===== src/rtl/if_fetch_pkg.sv =====
// Shared types and constants for the instruction fetch stage.
// Bus widths and reset address mirror the buceros_header definitions.
package if_fetch_pkg;

    localparam int unsigned INST_ADDR_W = 32;
    localparam int unsigned INST_W      = 32;
    localparam logic [INST_ADDR_W-1:0] PC_RST_ADDR = 32'h0000_0000;

    // One decoded-stage entry: the fetch address paired with its instruction word.
    typedef struct packed {
        logic [INST_ADDR_W-1:0] pc;
        logic [INST_W-1:0]      inst;
    } id_entry_t;

    // Width of a counter able to hold the values 0..depth inclusive.
    function automatic int unsigned cnt_w(input int unsigned depth);
        return $clog2(depth) + 1;
    endfunction

endpackage


===== src/rtl/if_fifo.sv =====
// Synchronous FIFO with combinational head read, occupancy count and flush.
// DEPTH must be a power of two so the pointers wrap naturally.
module if_fifo
    import if_fetch_pkg::*;
#(
    parameter int unsigned WIDTH = 32,
    parameter int unsigned DEPTH = 2
) (
    input  logic                       clk,
    input  logic                       rst_n,
    input  logic                       flush_i,
    input  logic                       push_i,
    input  logic [WIDTH-1:0]           data_i,
    input  logic                       pop_i,
    output logic [WIDTH-1:0]           data_o,
    output logic [cnt_w(DEPTH)-1:0]    count_o,
    output logic                       empty_o
);

    localparam int unsigned AW = $clog2(DEPTH);
    localparam int unsigned CW = cnt_w(DEPTH);
    localparam logic [CW-1:0] FULL_CNT = CW'(DEPTH);

    logic [WIDTH-1:0] mem_q [DEPTH];
    logic [AW-1:0]    wr_ptr_q, rd_ptr_q;
    logic [CW-1:0]    count_q;
    logic             do_push, do_pop;

    assign empty_o = (count_q == '0);
    assign count_o = count_q;
    assign data_o  = mem_q[rd_ptr_q];
    assign do_pop  = pop_i & ~empty_o;
    assign do_push = push_i & ((count_q != FULL_CNT) | do_pop);

    always_ff @(posedge clk or negedge rst_n) begin
        if (!rst_n) begin
            wr_ptr_q <= '0;
            rd_ptr_q <= '0;
            count_q  <= '0;
        end else if (flush_i) begin
            wr_ptr_q <= '0;
            rd_ptr_q <= '0;
            count_q  <= '0;
        end else begin
            if (do_push) wr_ptr_q <= wr_ptr_q + 1'b1;
            if (do_pop)  rd_ptr_q <= rd_ptr_q + 1'b1;
            case ({do_push, do_pop})
                2'b10:   count_q <= count_q + 1'b1;
                2'b01:   count_q <= count_q - 1'b1;
                default: count_q <= count_q;
            endcase
        end
    end

    // NOTE: storage is deliberately not reset; the count alone decides validity.
    always_ff @(posedge clk) begin
        if (do_push && !flush_i) mem_q[wr_ptr_q] <= data_i;
    end

endmodule


===== src/rtl/if_fetch.sv =====
// Instruction fetch stage: issues ibus requests for pc_i, tracks responses in
// order, and buffers {pc, inst} pairs for decode, flushing on jumps.
module if_fetch
    import if_fetch_pkg::*;
#(
    parameter int unsigned FIFO_DEPTH = 2
) (
    input  logic                   clk,
    input  logic                   rst_n,
    input  logic [INST_ADDR_W-1:0] pc_i,
    input  logic                   jmp_en_i,
    output logic                   hold_o,
    output logic                   ibus_req_o,
    output logic [INST_ADDR_W-1:0] ibus_addr_o,
    input  logic                   ibus_gnt_i,
    input  logic                   ibus_rvalid_i,
    input  logic [INST_W-1:0]      ibus_rdata_i,
    output logic                   id_valid_o,
    output logic [INST_W-1:0]      id_inst_o,
    output logic [INST_ADDR_W-1:0] id_pc_o,
    input  logic                   id_ready_i
);

    localparam int unsigned CW = cnt_w(FIFO_DEPTH);
    localparam logic [CW:0] DEPTH_LIM = (CW+1)'(FIFO_DEPTH);

    logic                   run_q;
    logic [CW-1:0]          discard_q, discard_d;
    logic [CW-1:0]          pend_count, buf_count;
    logic                   pend_empty, buf_empty;
    logic [INST_ADDR_W-1:0] pend_pc;
    logic [CW:0]            committed;
    logic                   grant, rsp_ok, keep, xfer;
    id_entry_t              buf_wdata, buf_head;

    // Outstanding requests are exactly the entries of the pending-address FIFO.
    assign committed   = {1'b0, pend_count} + {1'b0, buf_count};
    assign ibus_req_o  = run_q & ~jmp_en_i & (committed < DEPTH_LIM);
    assign ibus_addr_o = pc_i;
    assign grant       = ibus_req_o & ibus_gnt_i;
    assign hold_o      = ~grant;

    assign rsp_ok = ibus_rvalid_i & ~pend_empty;
    assign keep   = rsp_ok & (discard_q == '0) & ~jmp_en_i;
    assign xfer   = id_valid_o & id_ready_i;

    assign buf_wdata.pc   = pend_pc;
    assign buf_wdata.inst = ibus_rdata_i;

    assign id_valid_o = ~buf_empty;
    assign id_inst_o  = buf_empty ? '0 : buf_head.inst;
    assign id_pc_o    = buf_empty ? '0 : buf_head.pc;

    // NOTE: every combinational output gets a default first so no latch is inferred.
    always_comb begin
        discard_d = discard_q;
        if (jmp_en_i) begin
            discard_d = pend_count - CW'(rsp_ok);
        end else if (rsp_ok && discard_q != '0) begin
            discard_d = discard_q - 1'b1;
        end
    end

    always_ff @(posedge clk or negedge rst_n) begin
        if (!rst_n) begin
            run_q     <= 1'b0;
            discard_q <= '0;
        end else begin
            run_q     <= 1'b1;
            discard_q <= discard_d;
        end
    end

    if_fifo #(
        .WIDTH (INST_ADDR_W),
        .DEPTH (FIFO_DEPTH)
    ) u_pend_fifo (
        .clk     (clk),
        .rst_n   (rst_n),
        .flush_i (1'b0),
        .push_i  (grant),
        .data_i  (pc_i),
        .pop_i   (rsp_ok),
        .data_o  (pend_pc),
        .count_o (pend_count),
        .empty_o (pend_empty)
    );

    if_fifo #(
        .WIDTH ($bits(id_entry_t)),
        .DEPTH (FIFO_DEPTH)
    ) u_inst_buf (
        .clk     (clk),
        .rst_n   (rst_n),
        .flush_i (jmp_en_i),
        .push_i  (keep),
        .data_i  (buf_wdata),
        .pop_i   (xfer),
        .data_o  (buf_head),
        .count_o (buf_count),
        .empty_o (buf_empty)
    );

endmodule


===== config.mk =====
export PLATFORM = sky130hd
export DESIGN_NAME = if_fetch
export DESIGN_NICKNAME = d
export VERILOG_FILES = /design/src/rtl/if_fetch_pkg.sv /design/src/rtl/if_fifo.sv /design/src/rtl/if_fetch.sv
export SDC_FILE = /design/constraint.sdc
export NUM_CORES = 1
export LEC_CHECK = 0
export BUFFER_PORTS_ARGS = -buffer_cell sky130_fd_sc_hd__clkbuf_2
export CORE_ASPECT_RATIO = 1.75
export CORE_MARGIN = 2
export CORE_UTILIZATION = 45
export DETAILED_ROUTE_END_ITERATION = 8
export PLACE_DENSITY_LB_ADDON = 0.12
export SLEW_MARGIN = 0
export SYNTH_ARGS = -nofsm -noshare
export SYNTH_HDL_FRONTEND = slang
export SYNTH_SLANG_ARGS = --single-unit

===== constraint.sdc =====
create_clock -name clk -period 6 [get_ports clk]
set_clock_uncertainty 0.2 [all_clocks]
set_input_delay 0.6 -clock clk [delete_from_list [all_inputs] [get_ports clk]]
set_output_delay 0.6 -clock clk [all_outputs]
set_load 0.01 [all_outputs]

* Word-level counts from Yosys, hierarchy flattened *
Memory sizes are Yosys's and may differ from the RTL's.
Index checks and enable logic that the tools add are counted.

word-level totals
  register bits = 11
  input bits = 70
  logic and storage cells = 72
  RAM bits = 192
  output and inout bits = 99
  memories kept = 2

memory list
  name               depth  bits a word  read ports  clocked after memory_dff  wr ports  RTL line       text
  u_inst_buf.mem_q   2      64           1           0                         1         if_fifo.sv:24  logic [WIDTH-1:0] mem_q [DEPTH];
  u_pend_fifo.mem_q  2      32           1           0                         1         if_fifo.sv:24

operators by class
  equality and inequality tests = 6
  add/subtract/negate cells = 11
  order comparisons = 1
  reductions and logical operators = 12
  bitwise operators = 17
  muxes and demuxes = 15

operators by type and width
  operator                                                                      count
  32-bit 2-to-1 mux                                                             2
  1-bit AND                                                                     11
  2-bit nonzero test                                                            5
  1-bit 2-to-1 mux                                                              8
  2-bit case mux with 2 select lines                                            2
  2-bit zero test                                                               3
  2-bit 2-to-1 mux                                                              3
  2-bit by 1-bit subtractor with 2-bit output, second input constant            3
  1-bit adder, second input constant                                            4
  2-bit by 1-bit adder with 2-bit output, second input constant                 2
  2-bit by 1-bit == test with 1-bit output, second input constant               2
  2-bit == test, second input constant                                          2
  2-bit inequality test, second input constant                                  2
  1-bit inverter                                                                4
  2-bit by 2-bit adder with 3-bit output                                        1
  3-bit by 2-bit less-than comparator with 1-bit output, second input constant  1
  3-bit nonzero test                                                            1
  1-bit logical AND                                                             2
  1-bit OR                                                                      2
  2-bit by 1-bit subtractor with 2-bit output                                   1
  1-bit zero test                                                               1

* Depth between registers and ports, before layout *
  depth in word-level cells = 9
  mapped depth = 8
  depth with buffers taken out = 8

* By module *
From an unflattened synthesis, not the netlist that was laid out.

second synthesis, totals
  cells, all modules = 479
  area total of the unflattened synthesis = 8333.0 sq um

by module, submodules not included
  module                 cells each  times used  sequential area each (sq um)  area an instance (sq um)
  if_fifo (u_inst_buf)   224         1           3943.8                        4842.1
  if_fifo (u_pend_fifo)  125         1           2021.9                        2543.7
  if_fetch               130         1           75.1                          947.2

* Least setup slack after synthesis *
No wires, ideal clock.

  kind = register to register
  start point = register u_pend_fifo.count_q[0] (netlist: u_pend_fifo.count_o[0])
  end point = memory u_pend_fifo.mem_q[0][0], enable pin
  path buffers = 0
  arrival time = 3066 ps
  stages on the path, launching flop included = 6
  setup time = 421 ps
  clock period less this slack = 3687 ps
  data required time = 5379 ps
  slack = 2313 ps
  cell sequence = dfrtp_1 -> and2_1 -> fa_1 -> nor4b_4 -> o311ai_2 -> nor2_1

between the ends
  elaborated cells between the ends (all ways) = 13
  classes of those cells = 1 x add/sub; 1 x order compare; 1 x eq/ne; 2 x mux; 7 x bitwise; 1 x reduce/logical

RTL lines
  item                                                   RTL line        text
  start: declaration                                     if_fifo.sv:26   logic [CW-1:0] count_q;
  start signal: assignment                               if_fifo.sv:48   2'b10: count_q <= count_q + 1'b1;
  start signal: assignment                               if_fifo.sv:49   2'b01: count_q <= count_q - 1'b1;
  start signal: assignment                               if_fifo.sv:50   default: count_q <= count_q;
  2-bit by 2-bit adder with 3-bit output                 if_fetch.sv:37  assign committed = {1'b0, pend_count} + {1'b0, buf_count};
  3-bit by 2-bit less-than comparator with 1-bit output  if_fetch.sv:38  assign ibus_req_o = run_q & ~jmp_en_i & (committed < DEPTH_LIM);
  1-bit AND                                              if_fetch.sv:38
  named net ibus_req_o                                   if_fetch.sv:13  output logic ibus_req_o,
  1-bit AND                                              if_fetch.sv:40  assign grant = ibus_req_o & ibus_gnt_i;
  1-bit AND                                              if_fifo.sv:33   assign do_push = push_i & ((count_q != FULL_CNT) | do_pop);
  1-bit 2-to-1 mux                                       if_fifo.sv:57   if (do_push && !flush_i) mem_q[wr_ptr_q] <= data_i;
  1-bit 2-to-1 mux (implied by the code)                 if_fifo.sv:57
  end: declaration                                       if_fifo.sv:24

The timed path passes the listed nets, and every way through them passes these cells.

* Worst setup path in the final report *
  start point = register u_inst_buf.rd_ptr_q
  end point = output port id_inst_o[21]

between the ends
  cells in the longest elaborated chain, start to end = 2

ends and longest elaborated chain
  item                      RTL line        text
  start: declaration        if_fifo.sv:25   logic [AW-1:0] wr_ptr_q, rd_ptr_q;
  start signal: assignment  if_fifo.sv:46   if (do_pop) rd_ptr_q <= rd_ptr_q + 1'b1;
  memory 2 x 64 bit         --
  32-bit 2-to-1 mux         if_fetch.sv:51  assign id_inst_o = buf_empty ? '0 : buf_head.inst;
  end: declaration          if_fetch.sv:19  output logic [INST_W-1:0] id_inst_o,

Every way passes these cells.

==> flow_metrics.tcl <==
set metrics [dict create \
    outcome "finished clean" \
    crit_chain "buf_4 -> mux2i_1 -> nor2_1 -> clkbuf_2" \
    post-route-min-period_ns 3.19 \
    slew_headroom_pct 30.1 \
    fin_crit_sh_pct 53.1 \
    cpMaxStageDelayCell "dfrtp_4" \
    die_w_um 105 \
    floorplan.die_area_um2 19000 \
    netlist_area_um2 8040 \
    hold_start "ibus_rdata_i[12]" \
    fillerInstances 1498 \
    place_hpwl_mm 9.13 \
    drc 0 \
    ys_seq_area_share_pct 75.1 \
    power.total_mw 3.27 \
    io_buffers 168 \
    synthCells 471 \
    ys.warnings.count 0 \
    r2r-start "u_inst_buf.count_o[0]" \
    fin_nets 687 \
    fp-row-count 64 \
    synthAdderAreaFrac_pct 0.716 \
    synth.area.top_cells "edfxtp_1, mux2i_1, mux2_2" \
    cts_buffers 19 \
    path_class "reg -> out" \
    yosys_most_used_dff "edfxtp_1" \
    clk_latency_ns 0.47 \
    rrSetupSlack_ns 2.87 \
    rsz0062_at_grt "no" \
    vdd_drop_max_mv 0.322 \
    synth-seq-cells 203 \
    drt-vias-per-instance 4.86 \
    post_cts_resized 0 \
    clock_sinks 203 \
    path_max_fanout 40 \
    wirelength_mm 13.8 \
    synth_compound_area_share_pct 1.29 \
    core_region_area_um2 17500 \
    cts_tree "yes" \
    top_level_ports 169 \
    drive_above_1_share_pct 38.4 \
    drtPass1Iterations 4 \
    grt_pass1_wl_mm 22.0 \
    finalSetupViolCount 0 \
    startpoint "u_inst_buf.rd_ptr_q" \
    start_kind "flip-flop" \
    slowest_delay_ns 0.72 \
    grt_use_total_pct 14.5 \
    synth_top_area_share_pct 71.7 \
    synth_top_family_by_area "multiplexers" \
    cp.arrival_ns 2.39 \
    synth-simple-area-share_pct 4.87 \
    initial_utilization_pct 45.8 \
    synth_cell_types 37 \
    cp-endpoint "id_inst_o[21]" \
    worstHoldPathType "in -> reg" \
    synth_mux_area_share_pct 12.4 \
    grt_max_degree 65 \
    clk_pin_slew_ns 0.06 \
    synth_xor_xnor_area_share_pct 0.763 \
    final.setup.tns_ns 0 \
    area_growth_pct 17.4 \
    end_kind "output port" \
    max_cap_violations 0 \
    grt_overflow 0 \
    gp_congestion 0.732 \
    syn_area_per_cell_um2 17.1 \
    chipHeight_um 181 \
    diodes 0 \
    h-tree-depth 1 \
    detail_route.wl_per_cell_um 16.1 \
    hold_violations 0 \
    power.leakage_nw 3.39 \
    antenna_left 0 \
    clockBufferDepth 3 \
    drt_iter0_drc 171 \
    async_flop_share_pct 5.42 \
    multi_input_area_um2 1640 \
    antenna_found_initial 0 \
    synth_top_cell_by_area "edfxtp_1" \
    power_per_cell_area_nw_per_um2 346 \
    clock.fmax_mhz 314 \
    rr_worst_depth 5 \
    synth_edf_count 192 \
    first_global_vias 4312 \
    final-seq-area_um2 6050 \
    final_max_slew_viol_count 0 \
    required_ns 5.20 \
    synth_fp_nets 545 \
    cts_root_buf "clkbuf_16" \
    tightest_slew_ns 1.04 \
    reg2reg_to "u_pend_fifo.mem_q[0][19]" \
    vias 4163 \
]
==> worst min path at each step <==
stage                                   end  cells past startpoint
global route        u_inst_buf.mem_q[1][30]                      1
floorplan                      discard_q[0]                      0
finish              u_inst_buf.mem_q[0][12]                      1
global placement                      run_q                      1
detailed placement                    run_q                      1
CTS                 u_inst_buf.mem_q[0][22]                      1
==> layout make-up <==
class,count,share of cell area [%]
Clock inverter,11,0.597
Multi-Input combinational cell,207,17.4
Tap cell,231,3.06
Clock buffer,22,5.16
Inverter,9,0.358
Sequential cell,203,64.1
Timing Repair Buffer,173,9.33
==> power by group <==
group,leakage (nW),internal (mW),switching [mW]
Sequential,1.87,1.69,0.0885
Clock,0.268,0.582,0.467
Combinational,1.26,0.209,0.228
Total,3.39,2.48,0.783
==> layer usage <==
layer / track usage, % / wire [um] / up-vias
li1: - / - / 1984
met5: 0 / 0 / -
met2: 28.0 / 7620 / 127
met1: 15.6 / 5110 / 2034
met3: 2.89 / 760 / 18
met4: 4.69 / 277 / 0
==> cell usage in the layout, fill, tap and decap left out, types with 2 or more instances in the layout <==
cell         n
mux2i_1     64
clkbuf_2   168
clkbuf_1     3
inv_1        9
dfrtp_1      9
nor3_1       2
clkinv_1     4
nor2_4       3
clkbuf_16   19
xor2_1       2
mux2_2      32
clkinv_2     5
buf_4        4
nand2_1      4
xnor2_1      5
edfxtp_1   192
nor2_1      67
nand2b_1     3
ha_1         3
==> synth_stat cells, drive strengths merged, types with 3 or more instances <==
cell    count
ha          3
inv         9
mux2i      64
dfrtp      11
nand2b      3
nor2       70
edfxtp    192
xnor2       5
nand2       4
buf        50
mux2       32
==> per-stage QoR <==
stage          area [um2]  setup slack [ns]  instances  utilization [%]  hold WS [ns]
2_1_floorplan        8040              2.31        471                -         0.104
3_3_place_gp         8880              2.89        822             50.7         0.295
3_5_place_dp         8880              2.82        822             50.7         0.299
4_1_cts              9440              2.73        856             53.8        0.0930
5_1_grt              9440              2.65        856             53.8        0.0947
6_report             9440              2.81        856             53.8         0.118
==> kinds of logic after synthesis <==
family | Yosys count
buffers and inverters | 61
adders and majority gates | 4
AOI/OAI and AO/OA | 12
xor gates and xnor gates | 7
DFF | 203
muxes | 96
and+or+nand+nor | 87
other | 1
==> timing repair <==
item / in CTS / in global routing
setup buffers: 0 / 0
hold buffers: 1 / 0
endpoints found under the hold margin: 11 / 0
==> critical path: cells and delay by family, from the launching register on <==
family,cells,cell delay (ns)
multiplexers,1,0.31
flip-flops,1,0.72
AND/OR/NAND/NOR,1,0.06
buffers and inverters,2,0.80
==> registers in the layout, indices dropped and copies added, names as in the netlist <==
register and count:
discard_q 2, run_q 1, u_inst_buf.count_o 2, u_inst_buf.mem_q 128, u_inst_buf.rd_ptr_q 1, u_inst_buf.wr_ptr_q 1
u_pend_fifo.count_o 2, u_pend_fifo.mem_q 64, u_pend_fifo.rd_ptr_q 1, u_pend_fifo.wr_ptr_q 1
Note: power is estimated with default switching activity, not from simulation.
